File: src/rtl/uart_tx_arbiter.sv
// Round-robin arbiter that shares one UART transmitter between NUM_REQ requesters,
// sequencing grant, start strobe, completion and watchdog abort.
module uart_tx_arbiter #(
    parameter int WORD_LENGHT = 8,
    parameter int NUM_REQ     = 4,
    parameter int TIMEOUT     = 4096
) (
    input  logic                           clk,
    input  logic                           rst,
    input  logic [NUM_REQ-1:0]             req,
    input  logic [NUM_REQ*WORD_LENGHT-1:0] data_in,
    output logic [NUM_REQ-1:0]             ack,
    output logic [NUM_REQ-1:0]             sent,
    output logic                           tx_timeout,
    output logic                           busy,
    output logic [$clog2(NUM_REQ)-1:0]     owner,
    output logic                           tx_start,
    output logic [WORD_LENGHT-1:0]         tx_data,
    input  logic                           tx_done
);

    localparam int OW = $clog2(NUM_REQ);
    localparam int TW = $clog2(TIMEOUT + 1);

    typedef enum logic [1:0] {IDLE, START, WAIT} state_t;

    state_t                 state_q, state_d;
    logic [TW-1:0]          timer_q, timer_d;
    logic [OW-1:0]          last_q, last_d;
    logic [OW-1:0]          owner_q, owner_d;
    logic [WORD_LENGHT-1:0] data_q, data_d;
    logic [NUM_REQ-1:0]     ack_q, ack_d;
    logic [NUM_REQ-1:0]     sent_q, sent_d;
    logic                   to_q, to_d;

    logic                   win_found;
    logic [OW-1:0]          win_idx;
    logic                   timer_expired;

    assign timer_expired = (timer_q == TW'(TIMEOUT - 1));

    // Search upward from the requester after the last winner, wrapping around.
    always_comb begin : arb
        int          cand;
        logic [OW-1:0] cand_idx;
        cand      = 0;
        cand_idx  = '0;
        win_found = 1'b0;
        win_idx   = '0;
        for (int k = 1; k <= NUM_REQ; k++) begin
            cand     = (int'(last_q) + k) % NUM_REQ;
            cand_idx = OW'(cand);
            if (!win_found && req[cand_idx]) begin
                win_found = 1'b1;
                win_idx   = cand_idx;
            end
        end
    end

    always_ff @(posedge clk or negedge rst) begin
        if (!rst) begin
            state_q <= IDLE;
            timer_q <= '0;
            last_q  <= OW'(NUM_REQ - 1);
            owner_q <= '0;
            data_q  <= '0;
            ack_q   <= '0;
            sent_q  <= '0;
            to_q    <= 1'b0;
        end else begin
            state_q <= state_d;
            timer_q <= timer_d;
            last_q  <= last_d;
            owner_q <= owner_d;
            data_q  <= data_d;
            ack_q   <= ack_d;
            sent_q  <= sent_d;
            to_q    <= to_d;
        end
    end

    always_comb begin
        state_d = state_q;
        case (state_q)
            IDLE:    if (win_found) state_d = START;
            START:   state_d = WAIT;
            WAIT:    if (tx_done || timer_expired) state_d = IDLE;
            default: state_d = IDLE;
        endcase
    end

    // Registered side effects of each transition; tx_done wins over the watchdog.
    always_comb begin
        timer_d = timer_q;
        last_d  = last_q;
        owner_d = owner_q;
        data_d  = data_q;
        ack_d   = '0;
        sent_d  = '0;
        to_d    = 1'b0;
        case (state_q)
            IDLE: begin
                if (win_found) begin
                    ack_d[win_idx] = 1'b1;
                    owner_d        = win_idx;
                    last_d         = win_idx;
                    data_d         = data_in[int'(win_idx)*WORD_LENGHT +: WORD_LENGHT];
                end
            end
            START: timer_d = '0;
            WAIT: begin
                if (timer_q != TW'(TIMEOUT)) timer_d = timer_q + 1'b1;
                if (tx_done)            sent_d[owner_q] = 1'b1;
                else if (timer_expired) to_d            = 1'b1;
            end
            default: ;
        endcase
    end

    always_comb begin
        tx_start = (state_q == START);
        busy     = (state_q != IDLE);
    end

    assign ack        = ack_q;
    assign sent       = sent_q;
    assign tx_timeout = to_q;
    assign owner      = owner_q;
    assign tx_data    = data_q;

endmodule

File: config.mk
export PLATFORM = sky130hd
export DESIGN_NAME = uart_tx_arbiter
export DESIGN_NICKNAME = d
export VERILOG_FILES = /design/src/rtl/uart_tx_arbiter.sv
export SDC_FILE = /design/constraint.sdc
export NUM_CORES = 1
export LEC_CHECK = 0
export BUFFER_PORTS_ARGS = -buffer_cell sky130_fd_sc_hd__buf_2
export CAP_MARGIN = 20
export CORE_MARGIN = 5
export CORE_UTILIZATION = 50
export DETAILED_ROUTE_END_ITERATION = 8
export GPL_ROUTABILITY_DRIVEN = 1
export HOLD_SLACK_MARGIN = 0.08
export PLACE_DENSITY = 0.75
export SLEW_MARGIN = 20
export SYNTH_ARGS = -nofsm -noshare
export SYNTH_HDL_FRONTEND = slang
export SYNTH_SLANG_ARGS = --single-unit
File: constraint.sdc
create_clock -name clk -period 2.7 [get_ports clk]
set_input_delay 0.54 -clock clk [delete_from_list [all_inputs] [get_ports clk]]
set_output_delay 0.54 -clock clk [all_outputs]
set_load 0.05 [all_outputs]
# After elaboration in Yosys (flattened, before gate mapping)
# Cells that the tools add are included.
# word_totals
input_bits	39
elab_cells	76
output_inout_bits	21
register_bits	36
# classes
n_reduce_logical	15
order_cmp	8
add_sub_neg	5
eq_ne	7
muxes	32
shift	1
# op_table
operator	count
32-bit by 6-bit variable part select with 8-bit output	1
13-bit one-hot mux with 2 select lines	1
2-bit by 3-bit less-than comparator with 1-bit output, second input constant	6
4-bit two-way mux	4
13-bit by 1-bit adder with 13-bit output, second input constant	1
13-bit by 12-bit equality test with 1-bit output, second input constant	1
1-bit two-way mux	13
13-bit two-way mux	1
13-bit inequality test, second input constant	1
2-bit two-way mux	6
1-bit binary-select mux with 2-bit select	4
2-bit inequality test, second input constant	3
2-bit one-hot mux with 3 select lines	1
2-bit AND reduction	3
1-bit logical AND	5
2-bit by 1-bit adder with 2-bit output, second input constant	2
2-bit adder, second input constant	2
1-bit demux with 2-bit select	2
2-bit by 1-bit greater-or-equal comparator with 1-bit output, second input constant	2
2-bit nonzero test	2
1-bit logical NOT	3
2-bit by 1-bit equality test with 1-bit output, second input constant	1
2-bit equality test, second input constant	1
2-bit logical NOT	1
1-bit logical OR	1

# Longest topological paths before layout
# logic_depth
ltp_word	19
mapped_depth	8

# Worst setup path before layout
# OpenSTA, ideal clock, no wires.
# synth_timing
kind	reg2reg
from	register timer_q[0]
to	register timer_q[12]
stages_incl_launch_ff	9
arrival_ns	1.793
slack_ns	0.772
setup_time_ns	0.135
n_path_buf	1
path_cell_list	dfrtp_1 > inv_1 > ha_1 > or4b_1 > o31a_1 > buf_6 > and2_4 > o21ai_2 > o31ai_1
# synth_via
elab_chain_len	3
elab_cells_between_ends	6
# synth_lines
item	line	source
start: declaration	28	logic [TW-1:0] timer_q, timer_d;
start signal: assignment	72	timer_q <= timer_d;
13-bit by 1-bit adder with 13-bit output / 13-bit inequality test (equally long branches)	112	if (timer_q != TW'(TIMEOUT)) timer_d = timer_q + 1'b1;
13-bit two-way mux / 2-bit inequality test (equally long branches)	n/a	
13-bit one-hot mux with 2 select lines / 2-bit AND reduction (equally long branches)	n/a	
# Several ways; a longest one is shown, not always the timed one. The select of a mux whose other input is x is not followed.
# A chain may end at the register's enable or synchronous reset.

# Worst setup path in the final report
# layout_timing
from	register timer_q[0]
to	register timer_q[9]
# Same word-level chain as after synthesis.

==> metrics.yaml <==
grt_max_degree: 37
r2r_end: "timer_q[9]$_DFFE_PN0P_"
slew_violations: 0
synth_area_um2: 1840
switching_share_pct: 46.4
wl_met1_mm: 1.77
num_rows: 22
tightest_slew_ps: 762
relSlewSlack_pct: 49.2
cts.sinks: 36
fmax_mhz: 445
worst_hold_path_type: "input pin to asynchronous set/reset pin"
grt.overflow.total: 0
combinationalPowerShare_pct: 49.2
cts-root-buf: "clkbuf_8"
dieWidth_um: 70.7
track_usage_pct: 16.7
topRoutingLayerUsed: "met4"
routed_via_density: 5.40
n_antenna_cell: 0
drv_cap: 0
postCtsSetupBuffers: 0
cts_buffers: 5
power.switching_uw: 1160
wl_met2_mm: 1.86
synthMostInstantiatedCell: "dfrtp_1"
synthTopCellsByArea: "dfrtp_1 (46%), mux2i_1 (9.3%), nand2_1 (4.5%), nor2_1 (3.9%), o221ai_1 (3.8%)"
fin_tns_setup_ps: 0
critical_path_class: "register to register"
first_global_vias: 1544
clk_latency_ps: 280
reg2reg_depth: 6
run_status: "complete, no violations"
fin_cells: 297
drt-initial-drc-count: 123
grt_pass1_wl_mm: 6.79
syn_inst: 187
synth_area_leader_cell: "dfrtp_1"
coreArea_um2: 3610
clk_pin_slew_ps: 70
synthTopCellsByCount: "dfrtp_1 (34), nand2_1 (22), nor2_1 (19), mux2i_1 (17), a21oi_1 (11)"
drt-total-wl_mm: 3.95
ys_ff_latch: 36
worstSetupStartpoint: "timer_q[0]$_DFFE_PN0P_"
cts_max_path_buffers: 2
antenna_found_initial: 0
finalSetupViolCount: 0
drc: 0
crit_chain: "inv_1 -> ha_1 -> or4b_1 -> o31a_1 -> and3_2 -> a221o_1"
initial_utilization_pct: 51.0
cts_resized: 0
dp_hpwl_mm: 2.92
r2r_setup_slack_ps: 450
worstPathMaxFanout: 11
synth-edff-count: 0
die-height_um: 70.7
wl_per_cell_um: 13.3
cp_data_required_time_ps: 2870
ys.warnings.count: 0
leakagePower_uw: 0.00119
die-area_um2: 4990
p_int_uw: 1340
met3_wirelength_um: 257
ios: 60
clockPowerShare_pct: 18.2
finalHoldViolCount: 0
end_kind: "register"
antenna_left: 0
drtPass1Iterations: 4
vias: 1605
gp_congestion: 0.868
synthFlopType: "dfrtp_1"
syn_nets: 228
p_seq_share_pct: 32.6
syn_area_per_cell_um2: 9.84
drive_above_1_share_pct: 30.9
synth_top_area_share_pct: 46.3
async_reset_ff_share_pct: 100
crit_path_end: "timer_q[9]$_DFFE_PN0P_"
rr_startpoint: "timer_q[0]$_DFFE_PN0P_"
ctsHoldBuffers: 0
cp.arrival_ps: 2410
max_stage_delay_ps: 490
cts_tree: "done"
worst_ir_drop_vdd_mv: 0.533
ys_types: 41
area_delta_synth_final_pct: 24.2
powerDensity_nw_per_um2: 1090
start_kind: "register"
nNetsFinal: 289
finalCritPeriodShare_pct: 83.2
min_period_ps: 2250
rsz0062_at_grt: "no"
cp_slowest_cell: "o31a_1"
yosysSeqAreaShare_pct: 49.1
htree_levels: 2
dp_cells: 289
io_buffers: 59
fin_skew_ps: 6.28
## cell families (layout without fill, tap and decap cells)
| group | Yosys count | in the layout | synth area share (%) |
|---|---|---|---|
| AND/OR/NAND/NOR | 74 | 74 | 21.0 |
| buffers and inverters | 16 | 78 | 3.81 |
| multiplexers | 17 | 17 | 9.25 |
| flip-flops | 36 | 36 | 49.1 |
| AO/OA/AOI/OAI | 38 | 38 | 13.6 |
| adder cells (fa/ha/maj) | 2 | 2 | 1.36 |
| XOR/XNOR | 4 | 4 | 1.91 |
## placed cells by master, fill, tap and decap left out, drive strengths merged, types with 2 or more instances in the layout
cell type | synthesis | routed
buf | 3 | 61
dfrtp | 34 | 34
nand2 | 22 | 22
nor2 | 20 | 20
mux2i | 17 | 17
a21oi | 11 | 11
o21ai | 9 | 9
inv | 8 | 8
o221ai | 8 | 8
clkbuf | 4 | 6
and3 | 5 | 5
nand2b | 4 | 4
nand4 | 4 | 4
nand3 | 4 | 4
o31ai | 4 | 4
and2 | 4 | 4
xor2 | 3 | 3
nor2b | 2 | 2
or4b | 2 | 2
ha | 2 | 2
dfstp | 2 | 2
clkinv | 1 | 2
## cell type report
| type | count | area (µm²) |
|---|---|---|
| clock buffer | 6 | 72.6 |
| fill | 328 | 1320 |
| timing repair buffer | 61 | 310 |
| multi-input combinational | 135 | 870 |
| inverter | 9 | 33.8 |
| tap | 48 | 60.1 |
| sequential | 36 | 903 |
| clock inverter | 2 | 35.0 |
## how the worst min path moves through the flow
stage	start	end	slack, ps	depth (start not counted)
final	rst	timer_q[8]$_DFFE_PN0P_	330	1
after global routing	rst	ack[2]$_DFF_PN0_	410	1
after CTS	rst	ack[2]$_DFF_PN0_	350	1
after detailed placement	tx_data[1]$_DFFE_PN0P_	tx_data[1]$_DFFE_PN0P_	470	2
after global placement	tx_data[6]$_DFFE_PN0P_	tx_data[6]$_DFFE_PN0P_	470	2
after floorplan	rst	ack[0]$_DFF_PN0_	240	0
## state kept, by name, indices dropped and copies added, names as in the netlist
| signal | count |
|---|---|
| tx_timeout | 1 |
| ack | 4 |
| last_q | 2 |
| tx_data | 8 |
| state_q | 2 |
| sent | 4 |
| owner | 2 |
| timer_q | 13 |
## metal layers
layer | up-vias | GRT usage (%)
met5 | - | 0
met4 | 0 | 3.55
met3 | 7 | 5.68
met2 | 54 | 27.4
met1 | 753 | 21.5
li1 | 791 | -
## power groups by stage
stage	combinational, µW	sequential [µW]	clock (µW)
6_report	1230	815	455
5_1_grt	1330	837	497
4_1_cts	1240	814	466
3_5_place_dp	1240	821	0
3_3_place_gp	1230	818	0
2_1_floorplan	645	1130	0
## per-stage QoR
stage	power, µW	util [%]	instance area, µm²	worst slack, ps	hold WS [ps]
floorplan	1780	-	1840	772	244
global placement	2040	60.4	2180	542	466
detailed placement	2060	60.4	2180	486	468
CTS	2520	63.4	2280	467	348
global route	2670	63.4	2280	333	412
finish	2500	63.4	2280	454	325
## critical path, delay by kind of cell, from the launching register on
| family | cells | cell delay (ps) |
|---|---|---|
| simple gates | 2 | 740 |
| compound gates | 2 | 740 |
| fa+ha+maj | 1 | 130 |
| buf+inv | 1 | 80 |
| flops | 1 | 430 |
No activity file was read; power rests on OpenSTA's default activity.
